## src/rtl/alu_issue_ctrl.sv

```systemverilog
// alu_issue_ctrl: issue/sequencing stage in front of the registered 64-bit ALU.
// Accepts one op over valid/ready, holds operands and ctrl on the ALU inputs,
// pulses the ALU result-register enable after the op-dependent settle time,
// captures the registered result and returns it over a second valid/ready.
// Optional feature macro: ALU_ISSUE_DIVZERO_TRAP_EN (divide by zero trapped
// at accept, returning all ones with out_err set instead of issuing).
module alu_issue_ctrl #(
  parameter int WIDTH         = 64,
  parameter int MULDIV_CYCLES = 4
) (
  input  logic             clk,
  input  logic             clr,
  input  logic             flush,
  input  logic             in_valid,
  output logic             in_ready,
  input  logic [4:0]       in_op,
  input  logic [WIDTH-1:0] in_a,
  input  logic [WIDTH-1:0] in_b,
  output logic [WIDTH-1:0] alu_a,
  output logic [WIDTH-1:0] alu_b,
  output logic [4:0]       alu_ctrl,
  output logic             alu_enable,
  input  logic [WIDTH-1:0] alu_result,
  output logic             out_valid,
  input  logic             out_ready,
  output logic [WIDTH-1:0] out_result,
  output logic             out_err,
  output logic             busy
);

  typedef enum logic [1:0] {IDLE, EXEC, CAPTURE, DONE} state_t;

  localparam logic [4:0] OP_MUL  = 5'b00010;
  localparam logic [4:0] OP_DIV  = 5'b00011;
  localparam logic [4:0] OP_LAST = 5'b01011;
  localparam logic [3:0] MD_CNT  = 4'(MULDIV_CYCLES);

  state_t             state, state_nxt;
  logic [4:0]         op_q;
  logic [WIDTH-1:0]   a_q, b_q;
  logic [3:0]         cnt;
  logic [WIDTH-1:0]   res_q;
  logic               err_q;
  logic               vld_q;

  logic               accept;
  logic               illegal;
  logic               divz;
  logic               skip;
  logic [3:0]         cnt_load;
  logic [WIDTH-1:0]   skip_res;

  assign in_ready = (state == IDLE) && clr;
  assign busy     = (state != IDLE);
  // flush wins over a simultaneous in_valid, so no accept happens under it
  assign accept   = in_valid && in_ready && !flush;
  assign illegal  = (in_op > OP_LAST);

`ifdef ALU_ISSUE_DIVZERO_TRAP_EN
  assign divz = (in_op == OP_DIV) && (in_b == '0);
`else
  assign divz = 1'b0;
`endif

  // ops that never reach the ALU go straight to DONE with an error result
  assign skip     = illegal || divz;
  assign skip_res = divz ? {WIDTH{1'b1}} : '0;
  assign cnt_load = ((in_op == OP_MUL) || (in_op == OP_DIV)) ? MD_CNT : 4'd1;

  assign alu_a      = a_q;
  assign alu_b      = b_q;
  assign alu_ctrl   = op_q;
  assign out_valid  = vld_q;
  assign out_result = res_q;
  assign out_err    = err_q;

  // state register
  always_ff @(posedge clk or negedge clr) begin
    if (!clr) state <= IDLE;
    else      state <= state_nxt;
  end

  // next-state logic and the combinational result-register enable
  always_comb begin
    state_nxt  = state;
    alu_enable = 1'b0;
    case (state)
      IDLE: begin
        if (accept) state_nxt = skip ? DONE : EXEC;
      end
      EXEC: begin
        if (cnt == 4'd1) begin
          alu_enable = 1'b1;
          state_nxt  = CAPTURE;
        end
      end
      CAPTURE: state_nxt = DONE;
      DONE: begin
        if (vld_q && out_ready) state_nxt = IDLE;
      end
      default: state_nxt = IDLE;
    endcase
    if (flush) begin
      state_nxt  = IDLE;
      alu_enable = 1'b0;
    end
  end

  // op and operand latches, held on the ALU inputs until the next accept
  always_ff @(posedge clk or negedge clr) begin
    if (!clr) begin
      op_q <= '0;
      a_q  <= '0;
      b_q  <= '0;
    end else if (accept) begin
      op_q <= in_op;
      a_q  <= in_a;
      b_q  <= in_b;
    end
  end

  // settle counter: loaded on accept, counts down through EXEC, stops at 0
  always_ff @(posedge clk or negedge clr) begin
    if (!clr) begin
      cnt <= '0;
    end else if (flush) begin
      cnt <= '0;
    end else if (accept && !skip) begin
      cnt <= cnt_load;
    end else if ((state == EXEC) && (cnt != '0)) begin
      cnt <= cnt - 4'd1;
    end
  end

  // result capture and downstream valid, held until the output handshake
  always_ff @(posedge clk or negedge clr) begin
    if (!clr) begin
      res_q <= '0;
      err_q <= 1'b0;
      vld_q <= 1'b0;
    end else if (flush) begin
      vld_q <= 1'b0;
    end else if (accept && skip) begin
      res_q <= skip_res;
      err_q <= 1'b1;
      vld_q <= 1'b1;
    end else if (state == CAPTURE) begin
      res_q <= alu_result;
      err_q <= 1'b0;
      vld_q <= 1'b1;
    end else if ((state == DONE) && out_ready) begin
      vld_q <= 1'b0;
    end
  end

endmodule

```

## config.mk

```make
export PLATFORM = sky130hd
export DESIGN_NAME = alu_issue_ctrl
export DESIGN_NICKNAME = d
export VERILOG_FILES = /design/src/rtl/alu_issue_ctrl.sv
export SDC_FILE = /design/constraint.sdc
export NUM_CORES = 1
export LEC_CHECK = 0
export ABC_AREA = 1
export ABC_CLOCK_PERIOD_IN_PS = 1730
export CAP_MARGIN = 25
export CORE_AREA = 2 2 155 157
export CTS_BUF_LIST = sky130_fd_sc_hd__clkbuf_4 sky130_fd_sc_hd__clkbuf_8
export DETAILED_ROUTE_END_ITERATION = 10
export DIE_AREA = 0 0 157 159
export DONT_BUFFER_PORTS = 1
export MAX_ROUTING_LAYER = met4
export PLACE_DENSITY = 0.6
export SLEW_MARGIN = 10
export SYNTH_ARGS = -nofsm -noshare
export SYNTH_HDL_FRONTEND = slang
export SYNTH_SLANG_ARGS = --single-unit
export TNS_END_PERCENT = 20
```

## constraint.sdc

```tcl
create_clock -name clk -period 1.73 [get_ports clk]
set_input_delay 0.346 -clock clk [delete_from_list [all_inputs] [get_ports clk]]
set_output_delay 0.346 -clock clk [all_outputs]
set_load 0.005 [all_outputs]
```

==> results summary, run 1 <==
The maximum fanout encountered on the critical timing path is 33. The number of global-route vias before repair was 7234. Setup violations remaining at the end of the flow were counted as 35.

The worst hold-check path type is in2async. The area growth from synthesis to layout came out at 43.4%. The startpoint kind of the worst setup timing path is a flop. The number of core rows is 56. The utilization after layout is 0.504.

Counting every sink on the clock net gives 205. The floorplan die width came out at 157 um. The pre-antenna-repair detailed-routing pass consisted of 7 iterations. For this design, the CTS-stage hold fixing added 193 buffers.

Synthesis handed over a netlist of 926 instances. The detail-routed via count per cell came out at 4.79. Entering global routing, the biggest net connects 208 pins. At the worst endpoint, the required time is 2120 ps. The cell area after layout is 0.0117 mm^2. After detailed routing, the number of remaining DRC violations is 0. The number of top-level pins came out at 404. The final hold slack came out at -475 ps. The post-synthesis cell area is 0.00816 mm^2. The critical path start-end classification is reg2reg. Leaving out fill and tap cells, the most frequent cells in the layout are sky130_fd_sc_hd__nand2_1 (542), sky130_fd_sc_hd__dfrtp_1 (205), sky130_fd_sc_hd__dlygate4sd3_1 (193). The count of input and output buffers came out at 0. At the pin with the least slew margin, the transition time is 292 ps. The area of placed instances came out at 0.00850 mm^2. The leftover overflow at the end of global routing came out at 0.

Once detail routing completed, the nets flagged for antenna violations numbered 0. VDD sags by at most 0.000815 V. Summed over all nets, the half-perimeter wirelength after detailed placement is 15100 um. The analysis attributes to cell leakage a power of 6.03 nW. The worst register-to-register path ends at out_result[18]$_DFFE_PN0P_. The tree is rooted in a sky130_fd_sc_hd__clkbuf_8. The flow ran to the end, but the final reports show violations. The initial antenna violation count came out at 1.

The post-detailed-routing wire length is 26400 um. Data on the critical path arrives at its endpoint at 2180 ps. The number of max-capacitance violations reported is 0. Across every metal layer, demand over resource in global routing totals 0.194.

In the final design database the tool counted 1351 nets. The clock buffer count from CTS is 37. The clock insertion delay at the later pin of the skew report is 520 ps.

In the finished design, the share of the clock period the worst path needs comes to 1.03. The clock edge transition at the registers on the reported setup and hold paths came out at 60 ps. Overall power consumption after layout is estimated at 18.2 mW.

The library cell used most frequently in the layout, excluding fill and tap cells, is sky130_fd_sc_hd__nand2_1. The filler cell count in the final layout is 2038. The final reports fail on negative hold slack, negative setup slack. The share of post-route cells with drive strength above 1 is 0.113. The per-cell routed wire length came out at 17.7 um. The number of slew-limit violations in the final report is 0. After floorplanning, the core was sized to cover 0.0232 mm^2.

The sort of element at the end of the critical path is a flop. The relative max-transition margin came out at 0.806. The clock tree synthesis step divided the H-tree into 2 levels. Registers take 0.00513 mm^2. The slowest cell on the critical path is sky130_fd_sc_hd__dfrtp_1. The count of endpoints failing hold in the final timing report is 205. The congestion estimate from routability-driven global placement came to 0.779.

The worst reg-to-reg setup slack is -50 ps. The final clock skew came out at 23.2 ps. In this run, placement finished with an instance count of 1214. The routed via count came out at 7143. Setup repair after global routing could not meet its margin everywhere. The clock period minus worst slack is 1780 ps. TritonCTS built the clock tree.

The die covers 0.0250 mm^2. The mean cell area of the mapped netlist is 8.81 um^2. The critical path goes through inv_2, buf_6, ha_4, nand3_4, nor2_4, buf_12, a21oi_4, buf_12, clkbuf_16, nand2_1, nand2_1. The final non-filler cell total came out at 1490. Derived from the worst setup path, the maximum achievable clock frequency is 561 MHz. The number of warning messages in the yosys log came out at 0. The area of combinational cells with multiple inputs came out at 0.00276 mm^2. The worst flop-to-flop path startpoint is state[1]$_DFFE_PN0P_. The largest stage delay on the critical path is 390 ps. The distinct cell type count of the synthesized netlist came out at 19. Setup slack on the critical path of the routed design comes to -51.0 ps. The number of buffers between clock root and the deepest sink came out at 3. The post-synthesis net count is 1136. For this block, the initial DRC count from the detailed router was 480. The total of flip-flops plus latches after synthesis is 205. The logic depth of the worst register-to-register path came out at 11. The share of the Yosys chip area taken by registers is 0.629.

The first-pass GRT wire length is 37800 um. The cell area power density is 1550 mW/mm^2. The post-route setup TNS is -661 ps. The setup slack at placement came out at 66.4 ps. In this run the vertical extent of the chip is 159 um. The starting utilization of the core area is 0.352.
## power breakdown
group          leakage (nW)  internal (mW)  switching (mW)
Clock                 0.440           3.03            2.03
Combinational          3.01           1.80            2.16
Sequential             2.59           7.03            2.11
## synth_stat cells (all sizes together)
| cell type | n | area [um^2] |
|---|---|---|
| nand2 | 553 | 2080 |
| dfrtp | 205 | 5130 |
| nand3 | 75 | 375 |
| buf | 45 | 300 |
| inv | 18 | 67.6 |
| ha | 8 | 100 |
| nor2 | 6 | 25.0 |
| clkbuf | 5 | 18.8 |
| o21ai | 5 | 25.0 |
| a21oi | 3 | 22.5 |
| nor3 | 1 | 5.00 |
| o211ai | 1 | 7.51 |
| xnor2 | 1 | 8.76 |
## area by class of cell
type,count,share of cell area
tap,319,0.0341
multi-input combinational,653,0.236
sequential,205,0.438
antenna,1,0.000214
timing repair buffer,226,0.213
clock inverter,7,0.00770
clock buffer,61,0.0637
inverter,18,0.00663
## how the worst max path moves through the flow
stage,slack [ps],cells after the start,to,from
after floorplan,100,10,out_result[33]$_DFFE_PN0P_,state[0]$_DFFE_PN0P_
after global placement,110,8,out_result[20]$_DFFE_PN0P_,state[0]$_DFFE_PN0P_
after detailed placement,70,8,out_result[20]$_DFFE_PN0P_,state[0]$_DFFE_PN0P_
after CTS,-70,5,alu_enable,state[1]$_DFFE_PN0P_
after global routing,-110,4,alu_enable,cnt[1]$_DFFE_PN0P_
final,-50,11,out_result[18]$_DFFE_PN0P_,state[1]$_DFFE_PN0P_
## state kept, by name, indices dropped and copies added (netlist names)
| name | cells |
|---|---|
| out_err | 1 |
| alu_ctrl | 5 |
| alu_a | 64 |
| state | 2 |
| cnt | 4 |
| alu_b | 64 |
| out_result | 64 |
| out_valid | 1 |
## layer usage
metal  vias to the layer above  GRT usage  part of all wire
met5                         -          -                 0
met2                       378      0.335              0.51
met3                        54     0.0621             0.098
met4                         0     0.0634             0.025
met1                      3434      0.210              0.37
li1                       3277          -                 -
## kinds of logic (layout without fill, tap and decap cells)
group,after synthesis,count (layout),share of synthesized area
AO/OA/AOI/OAI,9,9,0.00675
XOR/XNOR,1,1,0.00107
adder cells (fa/ha/maj),8,8,0.0123
buffers and inverters,68,312,0.0474
flip-flops,205,205,0.629
other,0,1,0
AND/OR/NAND/NOR,635,635,0.304
## what timing repair did
item                                   CTS  global route
pin swaps                                2             5
endpoints found under the hold margin  399           205
buffers inserted                         2             3
cloned                                   0             9
gates resized for setup                 13            28
setup endpoints to repair                2           196
## worst max-delay path, delay by kind of cell (launching register included)
| kind | cells | cell delay [ps] |
|---|---|---|
| and+or+nand+nor | 4 | 420 |
| adders and majority gates | 1 | 140 |
| AOI/OAI and AO/OA | 1 | 50 |
| DFF | 1 | 390 |
| buffers and inverters | 5 | 630 |
Note: power is estimated with default switching activity, not from simulation.
==> run 2, diff against run 1 <==
Settings changed: HOLD_SLACK_MARGIN set to 0.15.
==> results summary, run 2 (synthesis gave the netlist of run 1 again) <==
After clock tree synthesis, the clock-pin slew on the worst setup and hold paths is 60 ps. The longest clock path from root to sink contains 3 buffers. Dividing the detail-routed wire length by the instance count gives 17.9 um. At the end of the flow, the number of nets in the layout was 1358.

The final clock skew came out at 22.2 ps. At the placement stage, the worst setup path has a slack of 66.4 ps. The post-detailed-route DRC marker count came out at 0. The area of combinational cells with multiple inputs came out at 0.00279 mm^2. The number of global-route vias before repair came out at 7291. The number of slew-limit violations in the final report is 0. In this run the critical register-to-register path is captured at out_result[13]$_DFFE_PN0P_.

The transition at the pin with the smallest max-transition slack came out at 284 ps. TritonCTS built the clock tree. The total of endpoints with negative setup slack in the final report came out at 39. The number of top-level pins is 404. Row generation in the floorplan step produced 56 rows. The reported leakage power came out at 6.07 nW.

The count of endpoints failing hold in the final timing report is 205. The library cell used most frequently in the layout, excluding fill and tap cells, is sky130_fd_sc_hd__nand2_1. The first detailed-routing pass ran for 5 iterations.

The area of the die came out at 0.0250 mm^2. The number of DRC markers in iteration 0 is 459. For the worst setup path, the data arrival time is 2160 ps.

The estimated wirelength of the detail-placed design came out at 15100 um. Setup slack on the worst reg-to-reg path comes out at -40 ps. The number of max-capacitance violations reported is 0. The clock buffer count from CTS came out at 37. The routed layout has 7202 vias.

The register area came out at 0.00513 mm^2. Clock tree synthesis selected as its root buffer the cell sky130_fd_sc_hd__clkbuf_8. At the worst endpoint, the required time is 2120 ps. The utilization after layout is 0.510.

Entering global routing, the biggest net connects 208 pins. Relative to the synthesized area, the layout overhead comes to 44.8%. The CTS sink count is 205. After layout, the minimum clock period comes to 1770 ps. The cell area power density came out at 1550 mW/mm^2. The critical path start-end classification is reg2reg.

Of the cells placed in the final design, the portion with a size suffix greater than 1 is 0.125. The clock insertion delay at the later pin of the skew report came out at 520 ps. The startpoint identified for the worst register-to-register timing path is state[1]$_DFFE_PN0P_.

The initial antenna violation count is 1. Derived from the worst setup path, the maximum achievable clock frequency is 564 MHz. The slowest cell on the critical path is sky130_fd_sc_hd__dfrtp_1. The H-tree generated during clock tree synthesis spans 2 levels. The remaining number of nets flagged by the antenna check after routing came out at 0.

Measured along the x axis, the die boundary spans 157 um. The worst hold-check path type is in2async. The logic depth of the worst register-to-register path is 11. STA classifies the critical path endpoint as a flop. The first-pass GRT wire length is 38000 um. The overall die height is 159 um.

The total chip power is 18.3 mW. The number of buffers inserted for hold repair after clock tree synthesis is 199. The standard cell core area is 0.0232 mm^2. The maximum fanout encountered on the critical timing path came out at 33.

The post-detailed-routing wire length is 26800 um. The worst setup path is launched from a flop. The leftover overflow at the end of global routing is 0.

The largest single stage delay on the critical path is 390 ps. Final hold analysis gives a worst-case slack of -475 ps. The area of placed instances came out at 0.00850 mm^2. The starting utilization of the core area came out at 0.352. The flow ran to the end, but the final reports show violations. The final reports fail on negative hold slack, negative setup slack.

The congestion estimate from routability-driven global placement came to 0.779. Setup repair after global routing could not meet its margin everywhere. In the layout the commonest cells are sky130_fd_sc_hd__nand2_1 (529), sky130_fd_sc_hd__dfrtp_1 (205), sky130_fd_sc_hd__dlygate4sd3_1 (199). The global-route usage over all layers came out at 0.195. The post-route clock period utilization is 1.02. The signal on the critical path passes through inv_2, buf_6, ha_4, nand3_4, nor2_4, buf_12, a21oi_4, buf_12, clkbuf_16, nand2_1, nand2_1. After routing the design area is 0.0118 mm^2. The most critical setup path has its startpoint at state[1]$_DFFE_PN0P_. Measured against its own limit, the worst slew margin works out to 0.811. After detailed routing, the number of vias per cell comes to 4.81. Setup slack on the critical path of the routed design comes to -41.9 ps. The largest voltage drop on the vdd net is 0.000860 V. The filler cell count in the final layout is 2015. The count of input and output buffers came out at 0.
-- run 2: cell count changes in the layout (fill, tap and decap cells not counted) --
cell	change
sky130_fd_sc_hd__nand2_1	-13
sky130_fd_sc_hd__nand2_2	+13
sky130_fd_sc_hd__dlygate4sd3_1	+6
sky130_fd_sc_hd__clkbuf_16	+1
sky130_fd_sc_hd__inv_1	-1
sky130_fd_sc_hd__inv_2	+1
-- run 2: critical path, delay by kind of cell (launching register included) --
kind                     cells  cell delay [ps]
AND/OR/NAND/NOR              4              410
adder cells (fa/ha/maj)      1              140
buffers and inverters        5              650
flip-flops                   1              390
AO/OA/AOI/OAI                1               50
-- run 2: per-stage QoR --
stage / instances / setup TNS [ps]
floorplan: 926 / 0
global placement: 1214 / 0
detailed placement: 1214 / 0
CTS: 1483 / -137
global route: 1497 / -5090
finish: 1497 / -879
-- run 2: power breakdown --
group          total, mW  leakage, nW  switching (mW)  internal (mW)
Clock               5.05        0.440            2.03           3.03
Combinational       4.09         3.05            2.22           1.87
Sequential          9.16         2.59            2.13           7.03
Total               18.3         6.07            6.38           11.9
-- run 2: routing by layer --
layer	part of all wire	track usage
met1	0.37	0.214
met3	0.10	0.0623
met2	0.51	0.336
met5	0	-
met4	0.025	0.0617
-- run 2: worst max path at each step --
stage / end / slack, ps
2_1_floorplan: out_result[33]$_DFFE_PN0P_ / 100
3_3_place_gp: out_result[20]$_DFFE_PN0P_ / 110
3_5_place_dp: out_result[20]$_DFFE_PN0P_ / 70
4_1_cts: alu_enable / -70
5_1_grt: out_result[13]$_DFFE_PN0P_ / -110
6_report: out_result[13]$_DFFE_PN0P_ / -40
-- run 2: area by class of cell --
class | instances | area share
timing repair buffer | 233 | 0.219
multi-input combinational | 653 | 0.236
clock buffer | 61 | 0.0631
antenna | 1 | 0.000212
sequential | 205 | 0.434
inverter | 18 | 0.00656
tap | 319 | 0.0338
clock inverter | 7 | 0.00762
-- run 2: what timing repair did --
item | in CTS | in global routing
gates cloned | 0 | 10
hold endpoints to repair | 409 | 205
gates resized for setup | 13 | 42
setup buffers | 2 | 3
endpoints found under the setup margin | 2 | 198
pin swaps | 2 | 6
